**config.mk**
```make
export PLATFORM = sky130hd
export DESIGN_NAME = uart_apb_stream_master_flat
export DESIGN_NICKNAME = d
export VERILOG_FILES = /design/src/rtl/uart_apb_master_pkg.sv /design/src/rtl/uart_apb_stream_master_if.sv /design/src/rtl/uart_apb_stream_master_xfer.sv /design/src/rtl/uart_apb_stream_master.sv /design/src/flat_wrapper.sv
export SDC_FILE = /design/constraint.sdc
export NUM_CORES = 1
export LEC_CHECK = 0
export CORE_MARGIN = 3
export CORE_UTILIZATION = 39
export DETAILED_ROUTE_END_ITERATION = 8
export PLACE_DENSITY = 0.81
export SYNTH_ARGS = -nofsm -noshare
export SYNTH_HDL_FRONTEND = slang
export SYNTH_HIERARCHICAL = 1
export SYNTH_SLANG_ARGS = --single-unit
```
**constraint.sdc**
```tcl
create_clock -name PCLK -period 2 [get_ports PCLK]
set_input_delay 0.4 -clock PCLK [delete_from_list [all_inputs] [get_ports PCLK]]
set_output_delay 0.4 -clock PCLK [all_outputs]
set_load 0.02 [all_outputs]
```
**src/rtl/uart_apb_master_pkg.sv**
```systemverilog
// Shared constants for the UART APB stream master: register map, status bit
// positions and the transfer-sequencing FSM state type.
package uart_apb_master_pkg;

  localparam logic [4:0] ADDR_TX   = 5'h00;
  localparam logic [4:0] ADDR_RX   = 5'h04;
  localparam logic [4:0] ADDR_BAUD = 5'h08;
  localparam logic [4:0] ADDR_CTRL = 5'h0C;
  localparam logic [4:0] ADDR_STAT = 5'h10;

  localparam int STAT_TXRDY    = 0;
  localparam int STAT_RXRDY    = 1;
  localparam int STAT_PARITY   = 2;
  localparam int STAT_OVERFLOW = 3;
  localparam int STAT_FRAMING  = 4;

  typedef enum logic [2:0] {
    INIT_BAUD,
    INIT_CTRL,
    POLL,
    RX_RD,
    TX_WR
  } state_e;

endpackage

```
**src/rtl/uart_apb_stream_master_if.sv**
```systemverilog
// APB3 register bus between the stream master and the CoreUARTapb slave.
interface uart_apb_stream_master_if;
  logic [4:0] PADDR;
  logic       PSEL;
  logic       PENABLE;
  logic       PWRITE;
  logic [7:0] PWDATA;
  logic [7:0] PRDATA;
  logic       PREADY;
  logic       PSLVERR;

  modport master (
    output PADDR, PSEL, PENABLE, PWRITE, PWDATA,
    input  PRDATA, PREADY, PSLVERR
  );

  modport slave (
    input  PADDR, PSEL, PENABLE, PWRITE, PWDATA,
    output PRDATA, PREADY, PSLVERR
  );
endinterface

```
**src/rtl/uart_apb_stream_master_xfer.sv**
```systemverilog
// APB SETUP/ACCESS sequencer: issues back-to-back transfers, latching the next
// request whenever the bus is idle or the current ACCESS completes.
module apb_xfer_engine (
  input  logic                            PCLK,
  input  logic                            PRESETN,
  uart_apb_stream_master_if.master        apb,
  input  logic [4:0]                      req_addr,
  input  logic                            req_write,
  input  logic [7:0]                      req_wdata,
  output logic                            done
);

  always_comb done = apb.PSEL && apb.PENABLE && apb.PREADY;

  always_ff @(posedge PCLK or negedge PRESETN) begin
    if (!PRESETN) begin
      apb.PSEL    <= 1'b0;
      apb.PENABLE <= 1'b0;
      apb.PWRITE  <= 1'b0;
      apb.PADDR   <= '0;
      apb.PWDATA  <= '0;
    end else if (!apb.PSEL || done) begin
      apb.PSEL    <= 1'b1;
      apb.PENABLE <= 1'b0;
      apb.PADDR   <= req_addr;
      apb.PWRITE  <= req_write;
      // PWDATA only moves on a write SETUP so it holds across reads
      if (req_write)
        apb.PWDATA <= req_wdata;
    end else begin
      apb.PENABLE <= 1'b1;
    end
  end

endmodule

```
**src/rtl/uart_apb_stream_master.sv**
```systemverilog
// CPU-less APB3 master for CoreUARTapb: configures baud/control once, then polls
// status and bridges TX/RX byte streams. Optional sticky errors: UART_APB_MASTER_ERR_EN.
module uart_apb_stream_master
  import uart_apb_master_pkg::*;
#(
  parameter logic [12:0] BAUD_VALUE = 13'd0,
  parameter logic [2:0]  CTRL_BITS  = 3'b001
) (
  input  logic                     PCLK,
  input  logic                     PRESETN,
  uart_apb_stream_master_if.master apb,
  input  logic [7:0]               tx_data,
  input  logic                     tx_valid,
  output logic                     tx_ready,
  output logic [7:0]               rx_data,
  output logic                     rx_valid,
  input  logic                     rx_ready,
  output logic                     init_done,
  output logic [2:0]               err_status,
  input  logic                     err_clr
);

  state_e     state_q, state_d;
  logic       last_rx_q, last_rx_d;
  logic       done;
  logic       rx_elig, tx_elig;
  logic [4:0] req_addr;
  logic       req_write;
  logic [7:0] req_wdata;

  apb_xfer_engine u_xfer (
    .PCLK      (PCLK),
    .PRESETN   (PRESETN),
    .apb       (apb),
    .req_addr  (req_addr),
    .req_write (req_write),
    .req_wdata (req_wdata),
    .done      (done)
  );

  always_ff @(posedge PCLK or negedge PRESETN) begin
    if (!PRESETN) begin
      state_q   <= INIT_BAUD;
      last_rx_q <= 1'b0;
    end else begin
      state_q   <= state_d;
      last_rx_q <= last_rx_d;
    end
  end

  // The request presented to the engine belongs to state_d, so the next
  // SETUP is launched on the same edge that completes the current ACCESS.
  always_comb begin
    state_d   = state_q;
    last_rx_d = last_rx_q;
    tx_ready  = 1'b0;
    rx_elig   = apb.PRDATA[STAT_RXRDY] && !rx_valid;
    tx_elig   = apb.PRDATA[STAT_TXRDY] && tx_valid;
    if (done) begin
      case (state_q)
        INIT_BAUD: state_d = apb.PSLVERR ? INIT_BAUD : INIT_CTRL;
        INIT_CTRL: state_d = apb.PSLVERR ? INIT_CTRL : POLL;
        POLL: begin
          if (rx_elig && (!tx_elig || !last_rx_q)) begin
            state_d   = RX_RD;
            last_rx_d = 1'b1;
          end else if (tx_elig) begin
            state_d   = TX_WR;
            last_rx_d = 1'b0;
            tx_ready  = 1'b1;
          end else begin
            state_d = POLL;
          end
        end
        RX_RD:   state_d = POLL;
        TX_WR:   state_d = POLL;
        default: state_d = INIT_BAUD;
      endcase
    end
  end

  always_comb begin
    req_addr  = ADDR_STAT;
    req_write = 1'b0;
    req_wdata = '0;
    case (state_d)
      INIT_BAUD: begin
        req_addr  = ADDR_BAUD;
        req_write = 1'b1;
        req_wdata = BAUD_VALUE[7:0];
      end
      INIT_CTRL: begin
        req_addr  = ADDR_CTRL;
        req_write = 1'b1;
        req_wdata = {BAUD_VALUE[12:8], CTRL_BITS};
      end
      RX_RD: req_addr = ADDR_RX;
      TX_WR: begin
        req_addr  = ADDR_TX;
        req_write = 1'b1;
        req_wdata = tx_data;
      end
      default: ;
    endcase
  end

  always_ff @(posedge PCLK or negedge PRESETN) begin
    if (!PRESETN)
      init_done <= 1'b0;
    else if (done && state_q == INIT_CTRL && !apb.PSLVERR)
      init_done <= 1'b1;
  end

  always_ff @(posedge PCLK or negedge PRESETN) begin
    if (!PRESETN) begin
      rx_valid <= 1'b0;
      rx_data  <= '0;
    end else if (done && state_q == RX_RD && !apb.PSLVERR) begin
      rx_valid <= 1'b1;
      rx_data  <= apb.PRDATA;
    end else if (rx_valid && rx_ready) begin
      rx_valid <= 1'b0;
    end
  end

`ifdef UART_APB_MASTER_ERR_EN
  always_ff @(posedge PCLK or negedge PRESETN) begin
    if (!PRESETN)
      err_status <= '0;
    else if (done && state_q == POLL)
      err_status <= (err_clr ? 3'b000 : err_status) |
                    apb.PRDATA[STAT_FRAMING:STAT_PARITY];
    else if (err_clr)
      err_status <= '0;
  end
`else
  logic err_clr_unused;
  assign err_clr_unused = err_clr;
  assign err_status     = '0;
`endif

endmodule

```
**src/flat_wrapper.sv**
```systemverilog
// flat-port wrapper written by rule: the top's interface ports become plain ports
module uart_apb_stream_master_flat import uart_apb_master_pkg::*;
#(
  parameter logic [12:0] BAUD_VALUE = 13'd0,
  parameter logic [2:0]  CTRL_BITS  = 3'b001
)
  (PCLK, PRESETN, tx_data, tx_valid, tx_ready, rx_data, rx_valid, rx_ready, init_done, err_status, err_clr, apb_PADDR, apb_PSEL, apb_PENABLE, apb_PWRITE, apb_PWDATA, apb_PRDATA, apb_PREADY, apb_PSLVERR);
  uart_apb_stream_master_if apb_i ();
  input  logic PCLK;
  input  logic PRESETN;
  input  logic [7:0] tx_data;
  input  logic tx_valid;
  output logic tx_ready;
  output logic [7:0] rx_data;
  output logic rx_valid;
  input  logic rx_ready;
  output logic init_done;
  output logic [2:0] err_status;
  input  logic err_clr;
  output wire logic [$bits(apb_i.PADDR)-1:0] apb_PADDR;
  output wire logic [$bits(apb_i.PSEL)-1:0] apb_PSEL;
  output wire logic [$bits(apb_i.PENABLE)-1:0] apb_PENABLE;
  output wire logic [$bits(apb_i.PWRITE)-1:0] apb_PWRITE;
  output wire logic [$bits(apb_i.PWDATA)-1:0] apb_PWDATA;
  input wire logic [$bits(apb_i.PRDATA)-1:0] apb_PRDATA;
  input wire logic [$bits(apb_i.PREADY)-1:0] apb_PREADY;
  input wire logic [$bits(apb_i.PSLVERR)-1:0] apb_PSLVERR;
  assign apb_PADDR = apb_i.PADDR;
  assign apb_PSEL = apb_i.PSEL;
  assign apb_PENABLE = apb_i.PENABLE;
  assign apb_PWRITE = apb_i.PWRITE;
  assign apb_PWDATA = apb_i.PWDATA;
  assign apb_i.PRDATA = apb_PRDATA;
  assign apb_i.PREADY = apb_PREADY;
  assign apb_i.PSLVERR = apb_PSLVERR;
  uart_apb_stream_master #(.BAUD_VALUE(BAUD_VALUE), .CTRL_BITS(CTRL_BITS)) u_core (.PCLK(PCLK), .PRESETN(PRESETN), .apb(apb_i), .tx_data(tx_data), .tx_valid(tx_valid), .tx_ready(tx_ready), .rx_data(rx_data), .rx_valid(rx_valid), .rx_ready(rx_ready), .init_done(init_done), .err_status(err_status), .err_clr(err_clr));
endmodule
```
==> out/metrics.cfg, run 1 <==
[status]
outcome=completed

[drt]
dr.max_layer_used=met4
vias=1158
dr.pass1.iters=4
postRouteAntennaNets=0
met3_length_um=252
drc=0
wl_met2_um=1762
wirelength_um=3493
wl_per_cell_um=14.62
via_per_inst=4.845
drt_iter0_drc=44
m1WireLength_um=1436

[placement]
dp_hpwl_um=2490
placed_area_um2=2068
gp_congestion=0.7885
portBuffers=48

[clocking]
cts_hold_buf=0
cts-htree-levels=2
root_buffer=clkbuf_4
clk_path_buf_depth=2
path_clk_slew_ns=0.10
clock_sinks=30
insertion_delay_ns=0.33
cts_buffers=5
cts_tree=built

[min_path]
hp-class=input pin to asynchronous set/reset pin

[final_layout]
ff_latch_area_um2=753.2
final_area_um2=2248
finalCoreUtilization=0.6582
multi_input_area_um2=738.2
diodes=0
nFillCells=280
drive_gt1_frac=0.3472
final_nets=215
syn2layout_area_growth_pct=58.05

[setup_path]
cp_slowest_cell=dfrtp_2
path_buf_inv=0
cp_max_fo=6
crit_required_ns=2.22
criticalPathCategory=register to register
cp_slowest_stage_delay_ns=0.37
worstPathArrival_ns=2.19
ff2ff_setup_slack_ns=0.02
ff2ff_path_depth=7
cp-start-kind=register
crit_chain=and3_4 > and4bb_4 > nand3_4 > o211ai_4 > a21oi_4 > nand2_8 > mux2_4
path_delay_family=simple AND/OR/NAND/NOR gates
cp_num_cells=7
end_kind=register

[floorplanning]
dieWidth_um=66.40
rows=21
fp.coreArea_um2=3416
start_util=0.4165
fp.dieArea_um2=4408
io_pins=53
fp.dieH_um=66.40

[grt]
overflow=0
grtUsageTotal=0.1709
grt_max_degree=12
antenna_found_initial=0
grt_pass1_vias=1238
grt_pass1_wl_um=5671

[power_and_ir_drop]
peakVddDrop_v=0.0004645
leakage_nw=1.035
p_sw_mw=0.8019
p_comb_frac=0.444
powerDensity_nw_per_um2=1013
internal-power_mw=1.475
p_clk_frac=0.167
seqPwrFrac=0.389
switching_share=0.3522

[synthesis]
synth.avg_cell_area_um2=12.06
synth-seq-cells=30
yosys_warnings=6
syn_area_um2=1423
netlist-cell-type-count=32
synth_cells=118
yosysSeqAreaShare=0.5277

[timing]
grt_setup_unrepaired=yes
timing.fmax_mhz=505.9
final.setup_skew_ns=0.008657
hold_viol_final=0
setup_violations=0
final_max_slew_viol_count=0
period_minus_slack_ns=1.977
fin_crit_sh=0.9883

[run]
drv_cap=0

-- path summary, 6_finish.rpt --
path | start | end
max in group asynchronous | PRESETN | u_core/init_done$_DFFE_PN0P_
min in group PCLK | u_core/init_done$_DFFE_PN0P_ | u_core/init_done$_DFFE_PN0P_
min reg2reg | u_core/init_done$_DFFE_PN0P_ | u_core/init_done$_DFFE_PN0P_
max | u_core/u_xfer/apb.PSEL$_DFFE_PN0P_ | u_core/u_xfer/apb.PWDATA[2]$_DFFE_PN0P_
max reg2reg | u_core/u_xfer/apb.PSEL$_DFFE_PN0P_ | u_core/u_xfer/apb.PWDATA[2]$_DFFE_PN0P_
min | PRESETN | u_core/u_xfer/apb.PWRITE$_DFFE_PN0P_
-- power groups by stage --
stage          registers (mW)  logic, mW  clock network (mW)
6_report                0.885       1.01               0.380
5_1_grt                 0.912       1.07               0.427
4_1_cts                 0.885      0.969               0.395
3_5_place_dp            0.890      0.940                   0
3_3_place_gp            0.878      0.920                   0
2_1_floorplan            1.05      0.344                   0
-- flip-flops by register name, summed over array words and instances, names as in the netlist, 3 cells and up --
name,cells
u_core/u_xfer/apb.PWDATA,8
u_core/rx_data,8
u_core/state_q,3
u_core/u_xfer/apb.PADDR,5
-- layout by cell type (no fill, tap or decap), types with 2 or more instances in the layout --
cell type,synthesis,layout
dfrtp_2,0,2
clkdlybuf4s50_1,0,45
o21ai_0,3,3
mux2_2,8,8
nor3b_2,2,2
clkbuf_4,0,5
inv_1,3,3
dfrtp_1,30,28
nand3_4,0,2
conb_1,2,6
nor2_1,7,5
and2_1,8,8
buf_6,1,2
nand2_1,20,20
dlygate4sd2_1,0,2
buf_4,3,17
mux2_4,8,8
-- through the flow --
| step | total power [mW] | hold slack, ns | setup TNS (ns) | worst slack [ns] | cells |
|---|---|---|---|---|---|
| 2_1_floorplan | 1.395 | 0.1044 | 0 | 0.02931 | 122 |
| 3_3_place_gp | 1.798 | 0.4565 | -6.225 | -0.5256 | 227 |
| 3_5_place_dp | 1.830 | 0.4605 | -7.210 | -0.5733 | 227 |
| 4_1_cts | 2.248 | 0.3724 | 0 | 0.01580 | 236 |
| 5_1_grt | 2.407 | 0.3754 | -0.4862 | -0.06595 | 239 |
| 6_report | 2.277 | 0.3775 | 0 | 0.02343 | 239 |
-- synthesized netlist by cell type --
library cell | n | share of area
a31o_1 | 1 | 0.0062
a21oi_1 | 2 | 0.0070
nand2_8 | 1 | 0.014
nor2_1 | 7 | 0.018
a31o_2 | 1 | 0.0062
nor2b_1 | 2 | 0.0088
o22a_2 | 1 | 0.0070
nand3_1 | 2 | 0.0070
o31ai_4 | 1 | 0.015
buf_4 | 3 | 0.016
nand4_1 | 1 | 0.0044
and3_2 | 1 | 0.0053
conb_1 | 2 | 0.0053
nor3_1 | 1 | 0.0035
inv_1 | 3 | 0.0079
a21bo_4 | 1 | 0.011
mux2_2 | 8 | 0.063
buf_6 | 1 | 0.0079
and3_1 | 1 | 0.0044
inv_2 | 1 | 0.0026
nor3b_1 | 1 | 0.0053
and4bb_1 | 1 | 0.0088
nand2_1 | 20 | 0.053
nor3_4 | 1 | 0.011
dfrtp_1 | 30 | 0.53
o21ai_0 | 3 | 0.011
a31oi_1 | 1 | 0.0044
and2b_1 | 1 | 0.0053
nor3b_2 | 2 | 0.018
mux2_4 | 8 | 0.084
and2_1 | 8 | 0.035
o211ai_4 | 1 | 0.015
-- timing repair --
item | CTS | global route
hold endpoints to repair | 0 | 0
setup buffers | 1 | 3
cloned | 1 | 0
setup endpoints to repair | 10 | 9
pin swaps | 8 | 10
resized for setup | 16 | 11
-- cell families after synthesis --
family,count (synthesis),synth area share
compound gates,12,0.08268
buf+inv,8,0.03430
flops,30,0.5277
mux,16,0.1478
other cells,2,0.005279
simple gates,50,0.2023
-- cell type report --
type                    count  area share
multi-input cells          85      0.3283
repair buffers             66      0.2749
inverters                   4    0.007791
clock inverters             2    0.005565
clock buffers               6     0.02282
flip-flops and latches     30      0.3350
well taps                  46     0.02560
-- per-layer routing --
layer  up-vias  global-route usage
met3         5             0.05612
met5         -                   0
met1       567              0.2015
met4         0             0.05330
li1        537                   -
met2        49              0.2924
(Power assumes the default switching activity.)
==> inputs of run 2 (changes only) <==
--- a/config.mk
+++ b/config.mk
@@ -8,6 +8,7 @@
 export CORE_MARGIN = 3
 export CORE_UTILIZATION = 39
 export DETAILED_ROUTE_END_ITERATION = 8
+export HOLD_SLACK_MARGIN = 0.15
 export PLACE_DENSITY = 0.81
 export SYNTH_ARGS = -nofsm -noshare
 export SYNTH_HDL_FRONTEND = slang
==> constraint.sdc (replaced) <==
create_clock -name PCLK -period 1.7 [get_ports PCLK]
set_input_delay 0.34 -clock PCLK [delete_from_list [all_inputs] [get_ports PCLK]]
set_output_delay 0.34 -clock PCLK [all_outputs]
set_load 0.02 [all_outputs]
==> run 2 against run 1 <==
Effect of this change:
- the run now ends with setup timing left
- clock power is 15% higher
- register-to-register slack got worse by 0.29 ns
- wire length up 3.2%
- critical path type unchanged
==> out/metrics.cfg, run 2 (synthesis gave the netlist of run 1 again) <==
[drt]
vias=1199  ; +3.5%
drt_iter0_drc=34  ; -23%
wirelength_um=3605  ; +3.2%
wl_per_cell_um=14.77  ; +1.1%
drc=0  ; unchanged
via_per_inst=4.914  ; +1.4%
postRouteAntennaNets=0  ; unchanged
dr.pass1.iters=4  ; unchanged

[placement]
gp_congestion=0.9309  ; +18%
portBuffers=48  ; unchanged
dp_hpwl_um=2534  ; +1.8%
pre_cts_ws_ns=-0.7823  ; -0.2090 ns

[setup_path]
r2r-start=u_core/state_q[0]$_DFF_PN0_
criticalPathCategory=register to register
end_kind=register
worstPathArrival_ns=2.17  ; -0.02 ns
ff2ff_path_depth=7  ; unchanged
startpoint=u_core/state_q[0]$_DFF_PN0_
cp_max_fo=6  ; unchanged
crit_required_ns=1.91  ; -0.31 ns
cp-start-kind=register
rr_endpoint=u_core/u_xfer/apb.PWDATA[7]$_DFFE_PN0P_
ff2ff_setup_slack_ns=-0.26  ; -0.29 ns

[run]
drv_cap=0  ; unchanged

[floorplanning]
fp.coreArea_um2=3416  ; unchanged
start_util=0.4165  ; unchanged
fp.dieArea_um2=4408  ; unchanged
dieWidth_um=66.40  ; unchanged
io_pins=53  ; unchanged
rows=21  ; unchanged
fp.dieH_um=66.40  ; unchanged

[grt]
antenna_found_initial=0  ; unchanged
grt_pass1_wl_um=5858  ; +3.3%
grt_pass1_vias=1266  ; +2.3%
overflow=0  ; unchanged
grtUsageTotal=0.1809  ; +0.009980
grt_max_degree=31  ; +19

[final_layout]
syn2layout_area_growth_pct=63.50
final_common_cell=clkdlybuf4s50_1
top_regs=u_core/rx_data (8), u_core/u_xfer/apb.PWDATA (8), u_core/u_xfer/apb.PADDR (5)
final_nets=220  ; +2.3%
drive_gt1_frac=0.3737  ; +0.02659
nFillCells=249  ; -11%
diodes=0  ; unchanged
layout_common_cells=38 x clkdlybuf4s50_1, 28 x dfrtp_1, 19 x buf_4, 19 x nand2_1, 16 x mux2_4

[clocking]
cts-htree-levels=2  ; unchanged
clock_sinks=30  ; unchanged
cts_buffers=5  ; unchanged
clk_path_buf_depth=2  ; unchanged
cts_tree=built
root_buffer=clkbuf_4
path_clk_slew_ns=0.10  ; about the same
insertion_delay_ns=0.33  ; about the same

[power_and_ir_drop]
powerDensity_nw_per_um2=1181  ; +17%
leakage_nw=1.164  ; +12%
peakVddDrop_v=0.0006839  ; +47%

[timing]
finalSetupTns_ns=-2.511  ; -2.511 ns
fin_crit_sh=1.155  ; +0.1669
timing.fmax_mhz=509.2  ; +0.65%
setup_violations=12  ; +12
hold_viol_final=0  ; unchanged
final.setup_skew_ns=0.01410  ; +0.005445 ns
period_minus_slack_ns=1.964  ; -0.01274 ns
layout_setup_ws_ns=-0.2638  ; -0.2873 ns
whs_ns=0.3914  ; +0.01392 ns
grt_setup_unrepaired=yes
final_max_slew_viol_count=0  ; unchanged

[status]
violations=setup timing
outcome=finished with violations

[min_path]
hp-class=input pin to asynchronous set/reset pin

-- run 2: repair_timing --
action | in CTS | in global routing
cloned | 2 | 0
pin swaps | 12 | 8
gates resized for setup | 30 | 13
hold buffers | 0 | 0
setup buffers | 6 | 1
endpoints found under the setup margin | 25 | 25
-- run 2: final cells by class --
type	instances	area [um^2]	share of cell area
multi-input combinational	85	764.5	0.3287
sequential	30	753.2	0.3238
timing repair buffer	71	673.1	0.2894
tap	46	57.56	0.02474
clock buffer	7	55.05	0.02367
inverter	4	17.52	0.007531
clock inverter	1	5.005	0.002152
-- run 2: worst max-delay path by stage --
stage	end	cells after the start
4_1_cts	u_core/u_xfer/apb.PWDATA[7]$_DFFE_PN0P_	8
3_5_place_dp	u_core/u_xfer/apb.PWDATA[0]$_DFFE_PN0P_	9
5_1_grt	u_core/u_xfer/apb.PWDATA[4]$_DFFE_PN0P_	7
2_1_floorplan	u_core/u_xfer/apb.PWDATA[0]$_DFFE_PN0P_	8
3_3_place_gp	tx_ready	6
6_report	u_core/u_xfer/apb.PWDATA[7]$_DFFE_PN0P_	7
-- run 2: metrics by stage --
step	cell area [um^2]	cells	power (mW)	util
2_1_floorplan	1470	122	1.648	-
3_3_place_gp	2110	230	2.158	0.6176
3_5_place_dp	2110	230	2.206	0.6176
4_1_cts	2295	245	2.736	0.6718
5_1_grt	2326	244	2.901	0.6810
6_report	2326	244	2.747	0.6810
-- run 2: metal layers --
| metal | routed length, um | vias up | GRT usage |
|---|---|---|---|
| met5 | 0 | - | 0 |
| met4 | 123 | 0 | 0.1066 |
| met1 | 1410 | 576 | 0.2065 |
| li1 | - | 552 | - |
| met2 | 1802 | 53 | 0.2850 |
| met3 | 268 | 18 | 0.06973 |
-- run 2: worst max-delay path: stages, from the launching register on --
cell	delay, ns
dfrtp_1	0.42
buf_4	0.17
nor2b_1	0.13
a31oi_1	0.24
o211ai_4	0.18
a21oi_4	0.28
nand2_8	0.10
mux2_4	0.31
-- run 2: power by group --
group          switching (mW)  internal (mW)  total [mW]  leakage (nW)
clock                   0.236          0.200       0.436        0.0353
sequential              0.132          0.910        1.04         0.389
combinational           0.594          0.676        1.27         0.739
total                   0.961           1.79        2.75          1.16
==> inputs of run 3 (changes only) <==
--- a/config.mk
+++ b/config.mk
@@ -5,7 +5,7 @@
 export SDC_FILE = /design/constraint.sdc
 export NUM_CORES = 1
 export LEC_CHECK = 0
-export CORE_MARGIN = 3
+export CAP_MARGIN = 15
 export CORE_UTILIZATION = 39
 export DETAILED_ROUTE_END_ITERATION = 8
 export HOLD_SLACK_MARGIN = 0.15
==> run 3 against run 2 <==
Effect of this change:
- the flow still finishes with violations (setup timing)
- clock skew shrank 0.0045 ns
- wire length down 3.1%
- total power fell by 0.84%
- core utilization up 0.18 points
- critical endpoint unchanged
- highest routed layer unchanged
==> out/metrics.cfg, run 3 (synthesis gave the netlist of run 1 again) <==
[status]
outcome=finished with violations
violations=setup timing

[timing]
timing.fmax_mhz=511.5  ; +0.44%
hold_viol_final=0  ; unchanged
grt_setup_unrepaired=yes
final_max_slew_viol_count=0  ; unchanged
period_minus_slack_ns=1.955  ; -0.008621 ns
layout_setup_ws_ns=-0.2552  ; +0.008621 ns
setup_violations=11  ; -1
fin_crit_sh=1.150  ; -0.005071
final.setup_skew_ns=0.009646  ; -0.004457 ns

[clocking]
insertion_delay_ns=0.34  ; about the same
cts_buffers=5  ; unchanged
cts_tree=built
path_clk_slew_ns=0.10  ; about the same
cts_hold_buf=0  ; unchanged
clock_sinks=30  ; unchanged
cts-htree-levels=2  ; unchanged
clk_path_buf_depth=2  ; unchanged
root_buffer=clkbuf_4

[final_layout]
layout_common_cells=29 x clkdlybuf4s50_1, 28 x dfrtp_1, 24 x buf_4
diodes=0  ; unchanged
final_nets=222  ; +0.91%
nFillCells=265  ; +6.4%
drive_gt1_frac=0.3800  ; +0.006263
final_common_cell=clkdlybuf4s50_1
layout.cells.non_filler=246  ; +0.82%
syn2layout_area_growth_pct=63.94
final_area_um2=2332  ; +0.27%
top_regs=u_core/rx_data (8), u_core/u_xfer/apb.PWDATA (8), u_core/u_xfer/apb.PADDR (5)

[drt]
via_per_inst=4.711  ; -4.1%
dr.pass1.iters=4  ; unchanged
vias=1159  ; -3.3%
wirelength_um=3494  ; -3.1%
drc=0  ; unchanged
wl_per_cell_um=14.20  ; -3.9%
postRouteAntennaNets=0  ; unchanged
drt_iter0_drc=20  ; -41%

[setup_path]
end_kind=register
cp_slowest_cell=dfrtp_2
worstPathArrival_ns=2.18  ; about the same
startpoint=u_core/u_xfer/apb.PSEL$_DFFE_PN0P_
crit_chain=and3_4 > buf_6 > nor3b_4 > a21oi_2 > o31ai_4 > a21oi_4 > nand2_4 > mux2_4
cp_slowest_stage_delay_ns=0.41  ; about the same
criticalPathCategory=register to register
r2r-start=u_core/u_xfer/apb.PSEL$_DFFE_PN0P_
cp-start-kind=register
cp_max_fo=5  ; -1
crit_required_ns=1.93  ; +0.02 ns

[placement]
dp_hpwl_um=2388  ; -5.8%
numPlacedInstances=232  ; +0.87%
pre_cts_ws_ns=-0.7400  ; +0.04233 ns
placed_area_um2=2125  ; +0.71%
gp_congestion=0.8106  ; -13%
portBuffers=48  ; unchanged

[grt]
grt_pass1_vias=1163  ; -8.1%
grtUsageTotal=0.1968  ; +0.01593
overflow=0  ; unchanged
antenna_found_initial=0  ; unchanged
grt_max_degree=31  ; unchanged
grt_pass1_wl_um=5692  ; -2.8%

[floorplanning]
fp.dieArea_um2=3893  ; -12%
fp.dieH_um=62.40  ; -6.0%
start_util=0.4165  ; unchanged
rows=21  ; unchanged
fp.coreArea_um2=3416  ; unchanged
dieWidth_um=62.40  ; -6.0%
io_pins=53  ; unchanged

[min_path]
hp-class=input pin to asynchronous set/reset pin

[run]
drv_cap=0  ; unchanged

[power_and_ir_drop]
leakage_nw=1.313  ; +13%
powerDensity_nw_per_um2=1168  ; -1.1%
peakVddDrop_v=0.0007664  ; +12%
power.total_mw=2.724  ; -0.84%

==> run 3: cell type report <==
| cell class | count | area, um^2 | area share |
|---|---|---|---|
| sequential | 30 | 753.2 | 0.3230 |
| multi-input combinational | 85 | 740.7 | 0.3176 |
| timing repair buffer | 73 | 703.2 | 0.3015 |
| tap | 46 | 57.56 | 0.02468 |
| clock buffer | 7 | 55.05 | 0.02361 |
| inverter | 4 | 17.52 | 0.007511 |
| clock inverter | 1 | 5.005 | 0.002146 |
==> run 3: metrics by stage <==
stage	hold slack [ns]	TNS [ns]	utilization
final	0.3746	-2.315	0.6828
after global routing	0.3855	-3.067	0.6828
after CTS	0.3764	-2.459	0.6579
after detailed placement	0.4573	-11.02	0.6220
after global placement	0.4535	-9.989	0.6220
after floorplan	0.04441	-1.792	-
==> run 3: worst paths after layout <==
kind / to / slack, ns / cells after the start
max in group asynchronous: u_core/u_xfer/apb.PSEL$_DFFE_PN0P_ / 1.02 / 2
max reg2reg: u_core/u_xfer/apb.PWDATA[7]$_DFFE_PN0P_ / -0.26 / 8
min: u_core/u_xfer/apb.PWDATA[0]$_DFFE_PN0P_ / 0.37 / 2
min in group PCLK: u_core/rx_data[1]$_DFFE_PN0P_ / 0.40 / 3
max: u_core/u_xfer/apb.PWDATA[7]$_DFFE_PN0P_ / -0.26 / 8
min reg2reg: u_core/init_done$_DFFE_PN0P_ / 0.47 / 1
==> run 3: critical path: cells and delay by family, from the launching register on <==
family	cells	cell delay, ns
and+or+nand+nor	3	0.45
AOI/OAI and AO/OA	3	0.56
DFF	1	0.41
buffers and inverters	1	0.12
muxes	1	0.30
==> run 3: repair_timing <==
item / 4_1_cts / 5_1_grt
endpoints found under the setup margin: 16 / 26
buffers inserted: 3 / 4
hold endpoints to repair: 0 / 0
gates cloned: 1 / 0
pin swaps: 11 / 11
resized for setup: 19 / 20
==> run 3: power breakdown <==
group / internal (mW) / switching [mW]
sequential: 0.910 / 0.120
combinational: 0.647 / 0.601
clock: 0.200 / 0.247
==> run 3: per-layer routing <==
layer,track usage,vias up,routed length [um]
li1,-,550,-
met1,0.2243,566,1410
met2,0.3297,37,1832
met3,0.07299,6,200
met4,0.08721,0,51
met5,0,-,0
